--- src/rtl/echo_pkg.sv ---
// Shared types, constants and helpers for the echo controller.
package echo_pkg;

  typedef enum logic [2:0] {
    StClear,
    StIdle,
    StWait,
    StMix,
    StWrite
  } echo_state_e;

  localparam int unsigned GainWidth = 8;
  // Unsigned Q1.7 unity gain.
  localparam logic [GainWidth-1:0] QOne = 8'd128;
  localparam int unsigned GainShift = $clog2(QOne);

  // Most positive (neg=0) or most negative (neg=1) value of a signed width-bit word.
  function automatic logic signed [63:0] sat_limit(int unsigned width, logic neg);
    logic signed [63:0] one;
    one = 64'sd1;
    return neg ? -(one <<< (width - 1)) : (one <<< (width - 1)) - 64'sd1;
  endfunction

endpackage

--- src/rtl/echo_ctrl_if.sv ---
// Sample stream, control inputs and delay-RAM port of the echo controller.
interface echo_ctrl_if
  import echo_pkg::*;
#(
  parameter int unsigned DATA_WIDTH = 31,
  parameter int unsigned ADDR_WIDTH = 14
) ();

  logic signed [DATA_WIDTH-1:0] SAMPLE_IN;
  logic                         SAMPLE_VALID;
  logic                         READY;
  logic                         ENABLE;
  logic        [ADDR_WIDTH-1:0] DELAY;
  logic        [GainWidth-1:0]  FB_GAIN;
  logic        [GainWidth-1:0]  MIX_GAIN;
  logic                         WE;
  logic        [ADDR_WIDTH-1:0] ADDR1;
  logic        [ADDR_WIDTH-1:0] ADDR2;
  logic signed [DATA_WIDTH-1:0] DI;
  logic signed [DATA_WIDTH-1:0] DO2;
  logic signed [DATA_WIDTH-1:0] OUT_DATA;
  logic                         OUT_VALID;
  logic                         OVERRUN;

  modport slave (
    input  SAMPLE_IN, SAMPLE_VALID, ENABLE, DELAY, FB_GAIN, MIX_GAIN, DO2,
    output READY, WE, ADDR1, ADDR2, DI, OUT_DATA, OUT_VALID, OVERRUN
  );

  modport master (
    output SAMPLE_IN, SAMPLE_VALID, ENABLE, DELAY, FB_GAIN, MIX_GAIN, DO2,
    input  READY, WE, ADDR1, ADDR2, DI, OUT_DATA, OUT_VALID, OVERRUN
  );

endinterface

--- src/rtl/echo_sat_scale.sv ---
// Signed scale-and-add with saturation: res = sat(dry + (dly * gain) >>> 7).
module echo_sat_scale
  import echo_pkg::*;
#(
  parameter int unsigned DataWidth = 31
) (
  input  logic signed [DataWidth-1:0] dry_i,
  input  logic signed [DataWidth-1:0] dly_i,
  input  logic        [GainWidth-1:0] gain_i,
  output logic signed [DataWidth-1:0] res_o
);

  localparam int unsigned ProdWidth = DataWidth + GainWidth + 1;
  localparam int unsigned ExtWidth  = ProdWidth - DataWidth;

  logic signed [ProdWidth-1:0] prod;
  logic signed [ProdWidth-1:0] scaled;
  logic signed [ProdWidth-1:0] sum;
  logic signed [63:0]          sum_ext;
  logic signed [63:0]          lim_hi;
  logic signed [63:0]          lim_lo;

  // Gain is unsigned, so it is zero-extended before the signed multiply.
  always_comb begin
    prod    = $signed({{ExtWidth{dly_i[DataWidth-1]}}, dly_i}) *
              $signed({{(ProdWidth - GainWidth){1'b0}}, gain_i});
    scaled  = prod >>> GainShift;
    sum     = scaled + $signed({{ExtWidth{dry_i[DataWidth-1]}}, dry_i});
    sum_ext = {{(64 - ProdWidth){sum[ProdWidth-1]}}, sum};
    lim_hi  = sat_limit(DataWidth, 1'b0);
    lim_lo  = sat_limit(DataWidth, 1'b1);
    if (sum_ext > lim_hi) begin
      res_o = DataWidth'(lim_hi);
    end else if (sum_ext < lim_lo) begin
      res_o = DataWidth'(lim_lo);
    end else begin
      res_o = DataWidth'(sum);
    end
  end

endmodule

--- src/rtl/echo_ctrl.sv ---
// Echo/delay controller: clears the external delay RAM after reset, then for each accepted
// sample reads the delayed word, mixes wet/dry output and writes the feedback word back.
module echo_ctrl
  import echo_pkg::*;
#(
  parameter int unsigned DATA_WIDTH = 31,
  parameter int unsigned ADDR_WIDTH = 14,
  parameter int unsigned SIZE       = 20000,
  parameter int unsigned RD_LAT     = 2
) (
  input logic        CLK,
  input logic        RST_N,
  echo_ctrl_if.slave bus
);

  localparam int unsigned LatWidth = (RD_LAT < 1) ? 1 : $clog2(RD_LAT + 1);
  localparam logic [ADDR_WIDTH:0]   SizeW  = (ADDR_WIDTH + 1)'(SIZE);
  localparam logic [ADDR_WIDTH-1:0] SizeM1 = ADDR_WIDTH'(SIZE - 1);

  echo_state_e                  state_q, state_d;
  logic        [ADDR_WIDTH-1:0] wr_ptr_q, wr_ptr_d;
  logic        [ADDR_WIDTH:0]   clr_cnt_q, clr_cnt_d;
  logic        [LatWidth-1:0]   lat_cnt_q, lat_cnt_d;
  logic signed [DATA_WIDTH-1:0] dry_q, dry_d;
  logic signed [DATA_WIDTH-1:0] dly_q, dly_d;
  logic                         en_q, en_d;
  logic        [GainWidth-1:0]  fb_gain_q, fb_gain_d;
  logic        [GainWidth-1:0]  mix_gain_q, mix_gain_d;
  logic                         we_q, we_d;
  logic        [ADDR_WIDTH-1:0] addr1_q, addr1_d;
  logic        [ADDR_WIDTH-1:0] addr2_q, addr2_d;
  logic signed [DATA_WIDTH-1:0] di_q, di_d;
  logic signed [DATA_WIDTH-1:0] out_data_q, out_data_d;
  logic                         out_valid_q, out_valid_d;
  logic                         ready_q, ready_d;
  logic                         overrun_q, overrun_d;

  logic        [ADDR_WIDTH-1:0] d_clamp;
  logic        [ADDR_WIDTH-1:0] rd_addr;
  logic signed [DATA_WIDTH-1:0] mix_res;
  logic signed [DATA_WIDTH-1:0] fb_res;

  echo_sat_scale #(.DataWidth(DATA_WIDTH)) u_mix (
    .dry_i  (dry_q),
    .dly_i  (dly_q),
    .gain_i (mix_gain_q),
    .res_o  (mix_res)
  );

  echo_sat_scale #(.DataWidth(DATA_WIDTH)) u_fb (
    .dry_i  (dry_q),
    .dly_i  (dly_q),
    .gain_i (fb_gain_q),
    .res_o  (fb_res)
  );

  // Clamp the delay to 1..SIZE-1 so the read never hits the word being written.
  always_comb begin
    if (bus.DELAY == '0) begin
      d_clamp = ADDR_WIDTH'(1);
    end else if ({1'b0, bus.DELAY} >= SizeW) begin
      d_clamp = SizeM1;
    end else begin
      d_clamp = bus.DELAY;
    end
    if (wr_ptr_q >= d_clamp) begin
      rd_addr = wr_ptr_q - d_clamp;
    end else begin
      rd_addr = ADDR_WIDTH'({1'b0, wr_ptr_q} + SizeW - {1'b0, d_clamp});
    end
  end

  // Next-state and registered-output logic of the sample FSM.
  always_comb begin
    state_d     = state_q;
    wr_ptr_d    = wr_ptr_q;
    clr_cnt_d   = clr_cnt_q;
    lat_cnt_d   = lat_cnt_q;
    dry_d       = dry_q;
    dly_d       = dly_q;
    en_d        = en_q;
    fb_gain_d   = fb_gain_q;
    mix_gain_d  = mix_gain_q;
    we_d        = we_q;
    addr1_d     = addr1_q;
    addr2_d     = addr2_q;
    di_d        = di_q;
    out_data_d  = out_data_q;
    out_valid_d = 1'b0;
    ready_d     = ready_q;
    overrun_d   = overrun_q | (bus.SAMPLE_VALID & ~ready_q);

    case (state_q)
      StClear: begin
        if (clr_cnt_q == SizeW) begin
          we_d    = 1'b0;
          ready_d = 1'b1;
          state_d = StIdle;
        end else begin
          we_d      = 1'b1;
          di_d      = '0;
          addr1_d   = ADDR_WIDTH'(clr_cnt_q);
          clr_cnt_d = clr_cnt_q + 1'b1;
        end
      end
      StIdle: begin
        we_d = 1'b0;
        if (bus.SAMPLE_VALID && ready_q) begin
          dry_d      = bus.SAMPLE_IN;
          en_d       = bus.ENABLE;
          fb_gain_d  = bus.FB_GAIN;
          mix_gain_d = bus.MIX_GAIN;
          addr2_d    = rd_addr;
          lat_cnt_d  = '0;
          ready_d    = 1'b0;
          state_d    = StWait;
        end
      end
      StWait: begin
        if (lat_cnt_q == LatWidth'(RD_LAT)) begin
          dly_d   = bus.DO2;
          state_d = StMix;
        end else begin
          lat_cnt_d = lat_cnt_q + 1'b1;
        end
      end
      StMix: begin
        we_d        = 1'b1;
        addr1_d     = wr_ptr_q;
        out_valid_d = 1'b1;
        out_data_d  = en_q ? mix_res : dry_q;
        di_d        = en_q ? fb_res : dry_q;
        state_d     = StWrite;
      end
      StWrite: begin
        we_d     = 1'b0;
        wr_ptr_d = (wr_ptr_q == SizeM1) ? '0 : wr_ptr_q + 1'b1;
        ready_d  = 1'b1;
        state_d  = StIdle;
      end
      default: state_d = StClear;
    endcase
  end

  // State registers with synchronous active-low reset.
  always_ff @(posedge CLK) begin
    if (!RST_N) begin
      state_q     <= StClear;
      wr_ptr_q    <= '0;
      clr_cnt_q   <= '0;
      lat_cnt_q   <= '0;
      dry_q       <= '0;
      dly_q       <= '0;
      en_q        <= 1'b0;
      fb_gain_q   <= '0;
      mix_gain_q  <= '0;
      we_q        <= 1'b0;
      addr1_q     <= '0;
      addr2_q     <= '0;
      di_q        <= '0;
      out_data_q  <= '0;
      out_valid_q <= 1'b0;
      ready_q     <= 1'b0;
      overrun_q   <= 1'b0;
    end else begin
      state_q     <= state_d;
      wr_ptr_q    <= wr_ptr_d;
      clr_cnt_q   <= clr_cnt_d;
      lat_cnt_q   <= lat_cnt_d;
      dry_q       <= dry_d;
      dly_q       <= dly_d;
      en_q        <= en_d;
      fb_gain_q   <= fb_gain_d;
      mix_gain_q  <= mix_gain_d;
      we_q        <= we_d;
      addr1_q     <= addr1_d;
      addr2_q     <= addr2_d;
      di_q        <= di_d;
      out_data_q  <= out_data_d;
      out_valid_q <= out_valid_d;
      ready_q     <= ready_d;
      overrun_q   <= overrun_d;
    end
  end

  assign bus.READY     = ready_q;
  assign bus.WE        = we_q;
  assign bus.ADDR1     = addr1_q;
  assign bus.ADDR2     = addr2_q;
  assign bus.DI        = di_q;
  assign bus.OUT_DATA  = out_data_q;
  assign bus.OUT_VALID = out_valid_q;
  assign bus.OVERRUN   = overrun_q;

endmodule

--- src/flat_wrapper.sv ---
// flat-port wrapper written by rule: the top's interface ports become plain ports
module echo_ctrl_flat import echo_pkg::*;
#(
  parameter int unsigned DATA_WIDTH = 31,
  parameter int unsigned ADDR_WIDTH = 14,
  parameter int unsigned SIZE       = 20000,
  parameter int unsigned RD_LAT     = 2
)
  (CLK, RST_N, bus_SAMPLE_IN, bus_SAMPLE_VALID, bus_ENABLE, bus_DELAY, bus_FB_GAIN, bus_MIX_GAIN, bus_DO2, bus_READY, bus_WE, bus_ADDR1, bus_ADDR2, bus_DI, bus_OUT_DATA, bus_OUT_VALID, bus_OVERRUN);
  echo_ctrl_if #(.DATA_WIDTH(DATA_WIDTH), .ADDR_WIDTH(ADDR_WIDTH)) bus_i ();
  input logic CLK;
  input logic RST_N;
  input wire logic [$bits(bus_i.SAMPLE_IN)-1:0] bus_SAMPLE_IN;
  input wire logic [$bits(bus_i.SAMPLE_VALID)-1:0] bus_SAMPLE_VALID;
  input wire logic [$bits(bus_i.ENABLE)-1:0] bus_ENABLE;
  input wire logic [$bits(bus_i.DELAY)-1:0] bus_DELAY;
  input wire logic [$bits(bus_i.FB_GAIN)-1:0] bus_FB_GAIN;
  input wire logic [$bits(bus_i.MIX_GAIN)-1:0] bus_MIX_GAIN;
  input wire logic [$bits(bus_i.DO2)-1:0] bus_DO2;
  output wire logic [$bits(bus_i.READY)-1:0] bus_READY;
  output wire logic [$bits(bus_i.WE)-1:0] bus_WE;
  output wire logic [$bits(bus_i.ADDR1)-1:0] bus_ADDR1;
  output wire logic [$bits(bus_i.ADDR2)-1:0] bus_ADDR2;
  output wire logic [$bits(bus_i.DI)-1:0] bus_DI;
  output wire logic [$bits(bus_i.OUT_DATA)-1:0] bus_OUT_DATA;
  output wire logic [$bits(bus_i.OUT_VALID)-1:0] bus_OUT_VALID;
  output wire logic [$bits(bus_i.OVERRUN)-1:0] bus_OVERRUN;
  assign bus_i.SAMPLE_IN = bus_SAMPLE_IN;
  assign bus_i.SAMPLE_VALID = bus_SAMPLE_VALID;
  assign bus_i.ENABLE = bus_ENABLE;
  assign bus_i.DELAY = bus_DELAY;
  assign bus_i.FB_GAIN = bus_FB_GAIN;
  assign bus_i.MIX_GAIN = bus_MIX_GAIN;
  assign bus_i.DO2 = bus_DO2;
  assign bus_READY = bus_i.READY;
  assign bus_WE = bus_i.WE;
  assign bus_ADDR1 = bus_i.ADDR1;
  assign bus_ADDR2 = bus_i.ADDR2;
  assign bus_DI = bus_i.DI;
  assign bus_OUT_DATA = bus_i.OUT_DATA;
  assign bus_OUT_VALID = bus_i.OUT_VALID;
  assign bus_OVERRUN = bus_i.OVERRUN;
  echo_ctrl #(.DATA_WIDTH(DATA_WIDTH), .ADDR_WIDTH(ADDR_WIDTH), .SIZE(SIZE), .RD_LAT(RD_LAT)) u_core (.CLK(CLK), .RST_N(RST_N), .bus(bus_i));
endmodule
--- config.mk ---
export PLATFORM = sky130hd
export DESIGN_NAME = echo_ctrl_flat
export DESIGN_NICKNAME = d
export VERILOG_FILES = /design/src/rtl/echo_pkg.sv /design/src/rtl/echo_ctrl_if.sv /design/src/rtl/echo_sat_scale.sv /design/src/rtl/echo_ctrl.sv /design/src/flat_wrapper.sv
export SDC_FILE = /design/constraint.sdc
export NUM_CORES = 2
export LEC_CHECK = 0
export ABC_CLOCK_PERIOD_IN_PS = 9800
export CAP_MARGIN = 20
export CORE_UTILIZATION = 52
export DETAILED_ROUTE_END_ITERATION = 16
export GPL_TIMING_DRIVEN = 0
export PLACE_DENSITY_LB_ADDON = 0.25
export SYNTH_ARGS = -nofsm -noshare
export SYNTH_HDL_FRONTEND = slang
export SYNTH_SLANG_ARGS = --single-unit
--- constraint.sdc ---
create_clock -name CLK -period 9.8 [get_ports CLK]
set_input_delay 0.98 -clock CLK [delete_from_list [all_inputs] [get_ports CLK]]
set_output_delay 0.98 -clock CLK [all_outputs]
set_load 0.1 [all_outputs]
==> impl_metrics.py <==
metrics = {
    "outcome": {
        "status": "finished clean",
    },
    "route": {
        "routedWlPerCell_um": 18.9,
        "viasPerCell": 5.51,
        "drc": 0,
        "drtIter0Drc": 1813,
        "vias": 25100,
        "routed_wl_um": 85900,
        "drtPass1Iterations": 5,
        "antenna_left": 0,
    },
    "die": {
        "die_w_um": 239,
        "die_h_um": 239,
        "dieArea_sq_um": 57300,
        "initial_core_util_pct": 52.9,
        "core_sq_um": 55400,
        "row_count": 86,
        "ios": 190,
    },
    "global_routing": {
        "grtUsageTotal_pct": 30.1,
        "grt_overflow": 0,
        "antenna_found_initial": 1,
        "grt_first_pass_wirelength_um": 133000,
        "grt_pass1_vias": 24400,
        "grt_max_degree": 15,
    },
    "synth": {
        "syn_avg_cell_area_sq_um": 8.22,
        "synth_seq_area_share_pct": 14.1,
        "syn_nets": 4305,
        "synthesis.area_sq_um": 29300,
        "postSynth.asyncResetShare_pct": 0,
        "yosys_warnings": 0,
        "ys_seq_elements": 207,
        "synth_edf_count": 0,
        "synth_cell_type_count": 90,
        "synthCells": 3563,
        "synthFlopType": "dfxtp_1",
    },
    "power_and_ir_drop": {
        "p_per_area_nw_per_um2": 59.6,
        "p_leak_nw": 16.3,
        "total_power_mw": 1.97,
        "peakVddDrop_mv": 0.117,
    },
    "sta": {
        "hold_violations": 0,
        "rsz0062_at_grt": "false",
        "clock_skew_ns": 0.0263,
        "period_share_pct": 93.2,
        "tns_ns": 0,
        "max_freq_ghz": 0.109,
        "maxSlewViolCount": 0,
        "setup_viol": 0,
        "max-slew-margin-rel_pct": 23.5,
        "worst_slack_ns": 0.665,
        "layout_min_cycle_time_ns": 9.14,
        "worst_pin_slew_ns": 1.15,
        "whs_ns": 0.443,
    },
    "hold_path": {
        "hold_end": "u_core.bus.DI[30]$_SDFFE_PN0P_",
        "whs_path_depth": 2,
        "hold_class": "reg -> reg",
        "hp-start": "u_core.bus.DI[30]$_SDFFE_PN0P_",
    },
    "cts": {
        "cts_buffers": 26,
        "root_buffer": "clkbuf_16",
        "path_clk_slew_ns": 0.06,
        "postCtsSetupRepairBufs": 0,
        "cts.path.max_buffers": 3,
        "clock_latency_ns": 0.59,
        "htree_levels": 1,
        "cts_tree": "built",
        "cts_sinks": 207,
    },
    "worst_setup_path": {
        "r2r_start": "u_core.mix_gain_q[0]$_SDFFE_PN0P_",
        "reg2reg_slack_ns": 0.66,
        "max_stage_delay_ns": 0.67,
        "worstSetupEndpointType": "flop",
        "worstPathArrival_ns": 9.65,
        "crit_path_start_kind": "flop",
        "r2r_end": "u_core.bus.OUT_DATA[0]$_SDFFE_PN0P_",
        "critical_path_class": "reg -> reg",
        "r2r_cells": 31,
        "cp.required_ns": 10.31,
        "worstPathMaxFanout": 10,
        "cpMaxStageDelayCell": "o31ai_4",
    },
    "placed_design": {
        "placed_area_sq_um": 32200,
        "dp_hpwl_um": 71800,
        "dp_cells": 4502,
        "io_buffers": 189,
        "place_congestion": 0.951,
        "place_ws_ns": 0.607,
    },
    "final_layout": {
        "layoutNonFillerInstCount": 4550,
        "postLayoutCoreUtil_pct": 59.7,
        "final_area_sq_um": 33100,
        "drive_gt1_share_pct": 3.26,
        "syn_to_final_growth_pct": 12.8,
        "layout.nets": 4524,
        "num-fill-cells": 5103,
    },
    "job": {
        "max_cap_violations": 0,
    },
}
-- flip-flops by register name, indices dropped and copies added (netlist names), 8 cells and up --
signal	count
u_core.bus.ADDR1	14
u_core.bus.ADDR2	14
u_core.bus.DI	31
u_core.bus.OUT_DATA	31
u_core.clr_cnt_q	15
u_core.dly_q	31
u_core.dry_q	31
u_core.fb_gain_q	8
u_core.mix_gain_q	8
u_core.wr_ptr_q	14
-- layout make-up --
cell class | instances | area (sq um) | share of cell area (%)
clock inverter | 10 | 129 | 0.390
inverter | 510 | 1910 | 5.79
tap | 748 | 936 | 2.83
antenna | 1 | 2.50 | 0.00757
clock buffer | 37 | 762 | 2.30
timing repair buffer | 191 | 1920 | 5.80
sequential | 207 | 4140 | 12.5
multi-input combinational | 2664 | 22500 | 68.1
buffer | 182 | 756 | 2.29
-- layer usage --
metal  vias to the layer above  global-route usage (%)  wire length, um
met5                         -                       0                0
met4                         0                    10.5             3110
met3                       143                    3.81             4940
met2                       715                    51.3            41400
met1                     12400                    39.2            36500
li1                      11800                       -                -
-- logic make-up (layout without fill, tap and decap cells) --
kind of cell | Yosys count | after routing | share of synthesized area [%]
DFF | 207 | 207 | 14.1
and+or+nand+nor | 1173 | 1173 | 19.3
AOI/OAI and AO/OA | 676 | 676 | 14.6
xor gates and xnor gates | 157 | 157 | 4.76
other | 0 | 1 | 0
adders and majority gates | 646 | 646 | 37.7
buffers and inverters | 692 | 930 | 9.11
muxes | 12 | 12 | 0.427
-- critical path, delay by kind of cell, from the launching register on --
kind / cells / cell delay, ns
mux: 1 / 0.24
xor+xnor: 1 / 0.11
fa+ha+maj: 6 / 2.81
compound gates: 14 / 3.58
simple gates: 4 / 0.79
flops: 1 / 0.51
buf+inv: 5 / 1.01
-- placed cells by master, fill, tap and decap left out, types with 6 or more instances in the layout --
| master | synthesis | routed |
|---|---|---|
| inv_1 | 510 | 510 |
| nand2_1 | 502 | 502 |
| fa_1 | 394 | 394 |
| and2_1 | 314 | 314 |
| a21oi_1 | 253 | 253 |
| ha_1 | 252 | 252 |
| dfxtp_1 | 207 | 207 |
| clkdlybuf4s50_1 | 0 | 189 |
| nor2_1 | 164 | 164 |
| clkbuf_1 | 152 | 156 |
| o21ai_0 | 96 | 96 |
| xnor2_1 | 92 | 92 |
| a21o_1 | 68 | 68 |
| xor2_1 | 64 | 64 |
| o21ai_1 | 59 | 59 |
| a211oi_1 | 32 | 32 |
| nor3_1 | 30 | 30 |
| nand3_1 | 29 | 29 |
| nand4_1 | 27 | 27 |
| clkbuf_16 | 0 | 26 |
| nand2b_1 | 23 | 23 |
| a31oi_1 | 22 | 22 |
| and3_1 | 21 | 21 |
| a21oi_2 | 21 | 21 |
| o21a_1 | 20 | 20 |
| nor2b_1 | 16 | 16 |
| buf_2 | 16 | 16 |
| o21bai_1 | 14 | 14 |
| or3_1 | 12 | 12 |
| mux2i_1 | 11 | 11 |
| o211ai_1 | 10 | 10 |
| nor4_1 | 8 | 7 |
| buf_6 | 6 | 7 |
| clkbuf_8 | 0 | 7 |
| o31ai_1 | 7 | 6 |
| buf_1 | 6 | 6 |
| clkinv_2 | 0 | 6 |
-- report_power, final --
part           internal, mW  switching [mW]  leakage [nW]
Clock                 0.594           0.411         0.443
Combinational        0.0569          0.0614          14.2
Sequential            0.844         0.00178          1.67
-- cells in the mapped netlist, types with 22 or more instances --
cell / number / area (sq um)
a211oi_1: 32 / 240
a21o_1: 68 / 510
a21oi_1: 253 / 1270
a31oi_1: 22 / 138
and2_1: 314 / 1960
clkbuf_1: 152 / 571
dfxtp_1: 207 / 4140
fa_1: 394 / 7890
ha_1: 252 / 3150
inv_1: 510 / 1910
nand2_1: 502 / 1880
nand2b_1: 23 / 144
nand3_1: 29 / 145
nand4_1: 27 / 169
nor2_1: 164 / 616
nor3_1: 30 / 150
o21ai_0: 96 / 480
o21ai_1: 59 / 295
xnor2_1: 92 / 806
xor2_1: 64 / 561
-- how the worst max path moves through the flow --
stage	startpoint	end	slack, ns	cells past startpoint
2_1_floorplan	u_core.dly_q[17]$_SDFFE_PN0P_	u_core.bus.OUT_DATA[2]$_SDFFE_PN0P_	2.42	32
3_3_place_gp	u_core.fb_gain_q[1]$_SDFFE_PN0P_	u_core.bus.DI[8]$_SDFFE_PN0P_	0.63	33
3_5_place_dp	u_core.fb_gain_q[1]$_SDFFE_PN0P_	u_core.bus.DI[5]$_SDFFE_PN0P_	0.61	31
4_1_cts	u_core.fb_gain_q[1]$_SDFFE_PN0P_	u_core.bus.DI[5]$_SDFFE_PN0P_	0.59	31
5_1_grt	u_core.fb_gain_q[1]$_SDFFE_PN0P_	u_core.bus.DI[20]$_SDFFE_PN0P_	0.17	33
6_report	u_core.mix_gain_q[0]$_SDFFE_PN0P_	u_core.bus.OUT_DATA[0]$_SDFFE_PN0P_	0.66	31
-- what timing repair did --
| item | 4_1_cts | 5_1_grt |
|---|---|---|
| setup endpoints to repair | 0 | 1 |
| hold buffers | 0 | 0 |
| resized for setup | 0 | 1 |
(Power assumes the default switching activity.)
